<file path="config.mk">
export PLATFORM = sky130hd
export DESIGN_NAME = apu_frame_sequencer
export DESIGN_NICKNAME = d
export VERILOG_FILES = /design/src/rtl/apu_pkg.sv /design/src/rtl/sweep_divider.sv /design/src/rtl/apu_frame_sequencer.sv
export SDC_FILE = /design/constraint.sdc
export NUM_CORES = 1
export LEC_CHECK = 0
export ABC_AREA = 1
export BUFFER_PORTS_ARGS = -buffer_cell sky130_fd_sc_hd__buf_2
export CELL_PAD_IN_SITES_DETAIL_PLACEMENT = 0
export CELL_PAD_IN_SITES_GLOBAL_PLACEMENT = 1
export CORE_UTILIZATION = 46
export DETAILED_ROUTE_END_ITERATION = 7
export GPL_ROUTABILITY_DRIVEN = 1
export PLACE_DENSITY_LB_ADDON = 0.3
export SYNTH_ARGS = -nofsm -noshare
export SYNTH_HDL_FRONTEND = slang
export SYNTH_SLANG_ARGS = --single-unit
</file>
<file path="constraint.sdc">
create_clock -name clk -period 2.6 [get_ports clk]
set_clock_uncertainty 0.2 [all_clocks]
set_input_delay 0.13 -clock clk [delete_from_list [all_inputs] [get_ports clk]]
set_output_delay 0.13 -clock clk [all_outputs]
set_load 0.005 [all_outputs]
</file>
<file path="src/rtl/apu_pkg.sv">
// Shared constants and step-table helpers for the APU frame sequencer.
// The step table is a per-(mode, step) event mask of quarter/half/IRQ bits.
package apu_pkg;

  localparam logic MODE_4STEP = 1'b0;
  localparam logic MODE_5STEP = 1'b1;

  localparam logic [2:0] STEPS_4 = 3'd4;
  localparam logic [2:0] STEPS_5 = 3'd5;

  localparam int DIV_DEFAULT = 7457;

  localparam int MASK_Q   = 0;
  localparam int MASK_H   = 1;
  localparam int MASK_IRQ = 2;

  typedef logic [2:0] stepMask_t;

  localparam stepMask_t EV_NONE = 3'b000;
  localparam stepMask_t EV_Q    = 3'b001;
  localparam stepMask_t EV_QH   = 3'b011;
  localparam stepMask_t EV_QHI  = 3'b111;

  function automatic stepMask_t stepMask(input logic mode, input logic [2:0] step);
    stepMask_t m;
    m = EV_NONE;
    if (mode == MODE_4STEP) begin
      case (step)
        3'd0:    m = EV_Q;
        3'd1:    m = EV_QH;
        3'd2:    m = EV_Q;
        3'd3:    m = EV_QHI;
        default: m = EV_NONE;
      endcase
    end else begin
      case (step)
        3'd0:    m = EV_Q;
        3'd1:    m = EV_QH;
        3'd2:    m = EV_Q;
        3'd3:    m = EV_NONE;
        3'd4:    m = EV_QH;
        default: m = EV_NONE;
      endcase
    end
    return m;
  endfunction

  function automatic logic [2:0] lastStep(input logic mode);
    return (mode == MODE_5STEP) ? (STEPS_5 - 3'd1) : (STEPS_4 - 3'd1);
  endfunction

endpackage

</file>
<file path="src/rtl/sweep_divider.sv">
// Per-channel sweep divider: turns half-frame events into sweep clock pulses
// every (period+1) halves, with a reload requested by each config write.
module sweep_divider
  import apu_pkg::*;
(
  input  logic       clk,
  input  logic       rst_n,
  input  logic       iHalf,
  input  logic       iSweep_wr,
  input  logic [2:0] iSweep_period,
  input  logic       iSweep_enable,
  output logic       oSweep_clk
);

  logic [2:0] cnt_r, cnt_s;
  logic [2:0] period_r, period_s;
  logic       en_r, en_s;
  logic       reload_r, reload_s;
  logic       sweepClk_r, sweepClk_s;

  // Next-state: a half event uses the old config; a same-cycle write still arms reload.
  always_comb begin
    cnt_s      = cnt_r;
    period_s   = period_r;
    en_s       = en_r;
    reload_s   = reload_r;
    sweepClk_s = 1'b0;
    if (iHalf) begin
      sweepClk_s = (cnt_r == 3'd0) && en_r;
      if ((cnt_r == 3'd0) || reload_r) begin
        cnt_s    = period_r;
        reload_s = 1'b0;
      end else begin
        cnt_s = cnt_r - 3'd1;
      end
    end else begin
      sweepClk_s = 1'b0;
    end
    if (iSweep_wr) begin
      period_s = iSweep_period;
      en_s     = iSweep_enable;
      reload_s = 1'b1;
    end else begin
      reload_s = reload_s;
    end
  end

  // Divider state and registered sweep pulse.
  always_ff @(posedge clk or negedge rst_n) begin
    if (!rst_n) begin
      cnt_r      <= 3'd0;
      period_r   <= 3'd0;
      en_r       <= 1'b0;
      reload_r   <= 1'b0;
      sweepClk_r <= 1'b0;
    end else begin
      cnt_r      <= cnt_s;
      period_r   <= period_s;
      en_r       <= en_s;
      reload_r   <= reload_s;
      sweepClk_r <= sweepClk_s;
    end
  end

  assign oSweep_clk = sweepClk_r;

endmodule

</file>
<file path="src/rtl/apu_frame_sequencer.sv">
// APU frame sequencer: divides APU ticks into quarter/half-frame events,
// raises the frame IRQ, and drives the sweep divider from half events.
module apu_frame_sequencer
  import apu_pkg::*;
#(
  parameter int DIV   = DIV_DEFAULT,
  parameter int DIV_W = 13
) (
  input  logic       clk,
  input  logic       rst_n,
  input  logic       iTick,
  input  logic       iWr,
  input  logic       iWr_mode,
  input  logic       iWr_irq_inhibit,
  input  logic       iIrq_ack,
  input  logic       iSweep_wr,
  input  logic [2:0] iSweep_period,
  input  logic       iSweep_enable,
  output logic       oQuarter,
  output logic       oHalf,
  output logic       oSweep_clk,
  output logic       oIrq,
  output logic [2:0] oStep
);

  localparam logic [DIV_W-1:0] DIV_LAST = DIV_W'(DIV - 1);

  logic [DIV_W-1:0] divCnt_r, divCnt_s;
  logic [2:0]       step_r, step_s;
  logic             mode_r, mode_s;
  logic             inhibit_r, inhibit_s;
  logic             quarter_r, quarter_s;
  logic             half_r, half_s;
  logic             irq_r, irq_s;
  logic             stepEvent_s;
  stepMask_t        mask_s;

  // State register: sequencer state plus the registered outputs.
  always_ff @(posedge clk or negedge rst_n) begin
    if (!rst_n) begin
      divCnt_r  <= '0;
      step_r    <= 3'd0;
      mode_r    <= MODE_4STEP;
      inhibit_r <= 1'b0;
      quarter_r <= 1'b0;
      half_r    <= 1'b0;
      irq_r     <= 1'b0;
    end else begin
      divCnt_r  <= divCnt_s;
      step_r    <= step_s;
      mode_r    <= mode_s;
      inhibit_r <= inhibit_s;
      quarter_r <= quarter_s;
      half_r    <= half_s;
      irq_r     <= irq_s;
    end
  end

  // Next-state: a register write restarts the frame and swallows any same-cycle tick.
  always_comb begin
    divCnt_s    = divCnt_r;
    step_s      = step_r;
    mode_s      = mode_r;
    inhibit_s   = inhibit_r;
    stepEvent_s = 1'b0;
    if (iWr) begin
      mode_s    = iWr_mode;
      inhibit_s = iWr_irq_inhibit;
      divCnt_s  = '0;
      step_s    = 3'd0;
    end else if (iTick) begin
      if (divCnt_r == DIV_LAST) begin
        divCnt_s    = '0;
        stepEvent_s = 1'b1;
        step_s      = (step_r >= lastStep(mode_r)) ? 3'd0 : (step_r + 3'd1);
      end else begin
        divCnt_s = divCnt_r + {{(DIV_W-1){1'b0}}, 1'b1};
      end
    end else begin
      divCnt_s = divCnt_r;
    end
  end

  // Output decode: pulses for the step being left; IRQ set beats acknowledge.
  always_comb begin
    mask_s    = stepMask(mode_r, step_r);
    quarter_s = 1'b0;
    half_s    = 1'b0;
    irq_s     = irq_r;
    if (stepEvent_s) begin
      quarter_s = mask_s[MASK_Q];
      half_s    = mask_s[MASK_H];
    end else if (iWr) begin
      quarter_s = iWr_mode;
      half_s    = iWr_mode;
    end else begin
      quarter_s = 1'b0;
      half_s    = 1'b0;
    end
    if (stepEvent_s && mask_s[MASK_IRQ] && !inhibit_r) begin
      irq_s = 1'b1;
    end else if (iIrq_ack || (iWr && iWr_irq_inhibit)) begin
      irq_s = 1'b0;
    end else begin
      irq_s = irq_r;
    end
  end

  sweep_divider uSweep (
    .clk           (clk),
    .rst_n         (rst_n),
    .iHalf         (half_s),
    .iSweep_wr     (iSweep_wr),
    .iSweep_period (iSweep_period),
    .iSweep_enable (iSweep_enable),
    .oSweep_clk    (oSweep_clk)
  );

  assign oQuarter = quarter_r;
  assign oHalf    = half_r;
  assign oIrq     = irq_r;
  assign oStep    = step_r;

endmodule

</file>
==> results.json <==
{
  "status": "finished clean",
  "synth_seq_area_share": 0.412,
  "ys_types": 28,
  "period_share": 0.811,
  "dpl.hpwl_um": 2760,
  "antenna_found_initial": 0,
  "grt_pass1_vias": 1618,
  "cts_tree": "built",
  "cp_cell_sequence": "inv_1 > ha_1 > nand2_1 > nor2_4 > nand3_4 > nor2_4 > nand2_1 > o21ai_0 > dlygate4sd3_1",
  "dieHeight_um": 64.9,
  "yosysTopAreaCell": "dfrtp_1",
  "cp-end-kind": "flop",
  "postCtsSetupRepairBufs": 0,
  "hold_viol": 0,
  "dieArea_mm2": 0.00422,
  "p_comb_frac": 0.181,
  "leakage_nw": 1.17,
  "clock-sinks": 30,
  "cp.depth": 9,
  "drtAntennaViolNets": 0,
  "avgRoutedWirePerCell_um": 12.3,
  "vias": 1569,
  "grt_usage": 0.229,
  "clockBufferDepth": 2,
  "worst_pin_slew_ns": 0.684,
  "postLayoutCoreUtil": 0.610,
  "cp_top_family": "buffers and inverters",
  "finalSetupTns_ns": 0,
  "first_pass_iters": 4,
  "synth_flop_cell": "dfrtp_1",
  "grt_pass1_wl_um": 7130,
  "critPathKind": "flop to flop",
  "antenna_cells": 0,
  "maxCapViolations": 0,
  "whs_ns": 0.0764,
  "root_buffer": "clkbuf_8",
  "p_clk_frac": 0.351,
  "ys_seq_elements": 30,
  "hold_class": "input port to flop",
  "worstHoldStart": "iWr_mode",
  "nets": 300,
  "fp.dieW_um": 64.9,
  "timing.rr.start": "divCnt_r[0]",
  "htree_levels": 2,
  "ir_worst_vdd_v": 0.000382,
  "synth_most_common_cell": "nand2_1",
  "cp.buffers_inverters": 2,
  "ys_warn_count": 0,
  "cts-buffers-inserted": 5,
  "drive_above_1_share": 0.206,
  "setup_violations": 0,
  "switching_share": 0.292,
  "fin_crit_ns": 2.11,
  "syn_area_per_cell_um2": 7.89,
  "net-switching-power_mw": 0.333,
  "wl_um": 4010,
  "fp-row-count": 22,
  "syn-num-nets": 255,
  "slowest_delay_ns": 0.56,
  "path_max_fanout": 4,
  "routed_via_density": 4.83,
  "gp_congestion": 0.860,
  "synth_common_cells": "73 x nand2_1, 30 x dfrtp_1, 27 x inv_1",
  "clk_pin_slew_ns": 0.07,
  "setup_slack_ns": 0.492,
  "r2r_cells": 9,
  "stdcell_area_mm2": 0.00227,
  "synth_edf_count": 0,
  "required_ns": 2.63,
  "core-area_mm2": 0.00372,
  "min_path_cells": 3,
  "critPathSlowestCell": "dlygate4sd3_1",
  "grt.overflow.total": 0,
  "clk_latency_ns": 0.28,
  "share_seq_of_total_power": 0.468,
  "ios": 19,
  "max_slew_margin": 0.544,
  "drv_slew": 0,
  "drc": 0,
  "postPlaceCellArea_mm2": 0.00197,
  "p_int_mw": 0.807,
  "synth_area_mm2": 0.00182,
  "arrival_ns": 2.14,
  "async_reset_ff_frac": 1.00,
  "max_freq_mhz": 474,
  "start_kind": "flop",
  "ctsResizeCount": 0,
  "syn2layout_area_growth_pct": 24.5,
  "port_buffers": 18,
  "synth_top_area_share": 0.412,
  "startpoint": "divCnt_r[0]",
  "r2r_slack_ns": 0.49,
  "initial_utilization": 0.490,
  "rsz0062_at_grt": "false",
  "synthTopCellsByArea": "dfrtp_1 41%, nand2_1 15%, ha_1 8.2%, inv_1 5.6%, nand3_1 4.1%",
  "dp_slack_ns": 0.831,
  "drt_iter0_markers": 53,
  "grt_max_degree": 31,
  "p_per_area_mw_per_mm2": 503,
  "syn_inst": 231
}
## sequential cells by signal, summed over array words and instances, names as in the netlist, 3 cells and up
signal           cells
uSweep.period_r      3
oStep                3
uSweep.cnt_r         3
divCnt_r            13
## final cells by class
cell class	count	area, um2
multi-input cells	167	941
well taps	48	60.1
inverters	34	130
clock buffers	6	82.6
flip-flops and latches	30	751
repair buffers	38	290
fillers	319	1450
clock inverters	2	12.5
## worst paths after layout
check / end
setup / recovery: oIrq
hold / removal: mode_r
setup reg to reg: oIrq
hold reg to reg: inhibit_r
max in group asynchronous: uSweep.cnt_r[0]
min in group asynchronous: divCnt_r[9]
## worst min-delay path, stage by stage
cell	delay [ns]
buf_2	0.07
nand2_1	0.17
o21ai_0	0.13
## metal layers
metal	routed length [um]	GRT usage	part of all wire	vias to the layer above
met3	110	0.0511	0.027	10
met5	0	0	0	-
met1	1940	0.288	0.49	714
li1	-	-	-	818
met2	1860	0.367	0.46	27
met4	89	0.117	0.022	0
## through the flow
stage / total power [mW] / cells
after CTS: 1.15 / 325
final: 1.14 / 325
after floorplan: 0.663 / 231
after detailed placement: 0.722 / 297
after global routing: 1.21 / 325
after global placement: 0.719 / 297
## placed cells by master, fill, tap and decap left out, types with 3 or more instances in the layout
cell           netlist  routed
a21oi_1              5       5
nor2_4               4       4
dlygate4sd3_1        0      20
clkbuf_8             0       6
nor2_1              18      18
nand2_4              3       3
nor2_2               7       7
nand2_1             73      73
ha_1                12      12
nand2_2              4       4
inv_2                6       6
o21ai_0              6       6
buf_2                0      18
nand3_1             15      15
dfrtp_1             30      30
nand4_1              3       3
inv_1               27      27
## power by group through the flow
stage / Clock, mW / Combinational [mW] / Sequential, mW
6_report: 0.400 / 0.207 / 0.534
5_1_grt: 0.432 / 0.241 / 0.538
4_1_cts: 0.411 / 0.206 / 0.534
3_5_place_dp: 0 / 0.181 / 0.541
3_3_place_gp: 0 / 0.179 / 0.540
2_1_floorplan: 0 / 0.127 / 0.535
## logic make-up (layout without fill, tap and decap cells)
family,after synthesis,count (layout),synth area share
flip-flops,30,30,0.412
buffers and inverters,34,80,0.0714
adder cells (fa/ha/maj),12,12,0.0824
AO/OA/AOI/OAI,17,17,0.0529
AND/OR/NAND/NOR,135,135,0.367
XOR/XNOR,3,3,0.0144
## timing repair
item | CTS | global route
hold endpoints to repair | 40 | 0
setup endpoints to repair | 0 | 0
hold buffers | 20 | 0
Power figures use the tool's default switching activity.
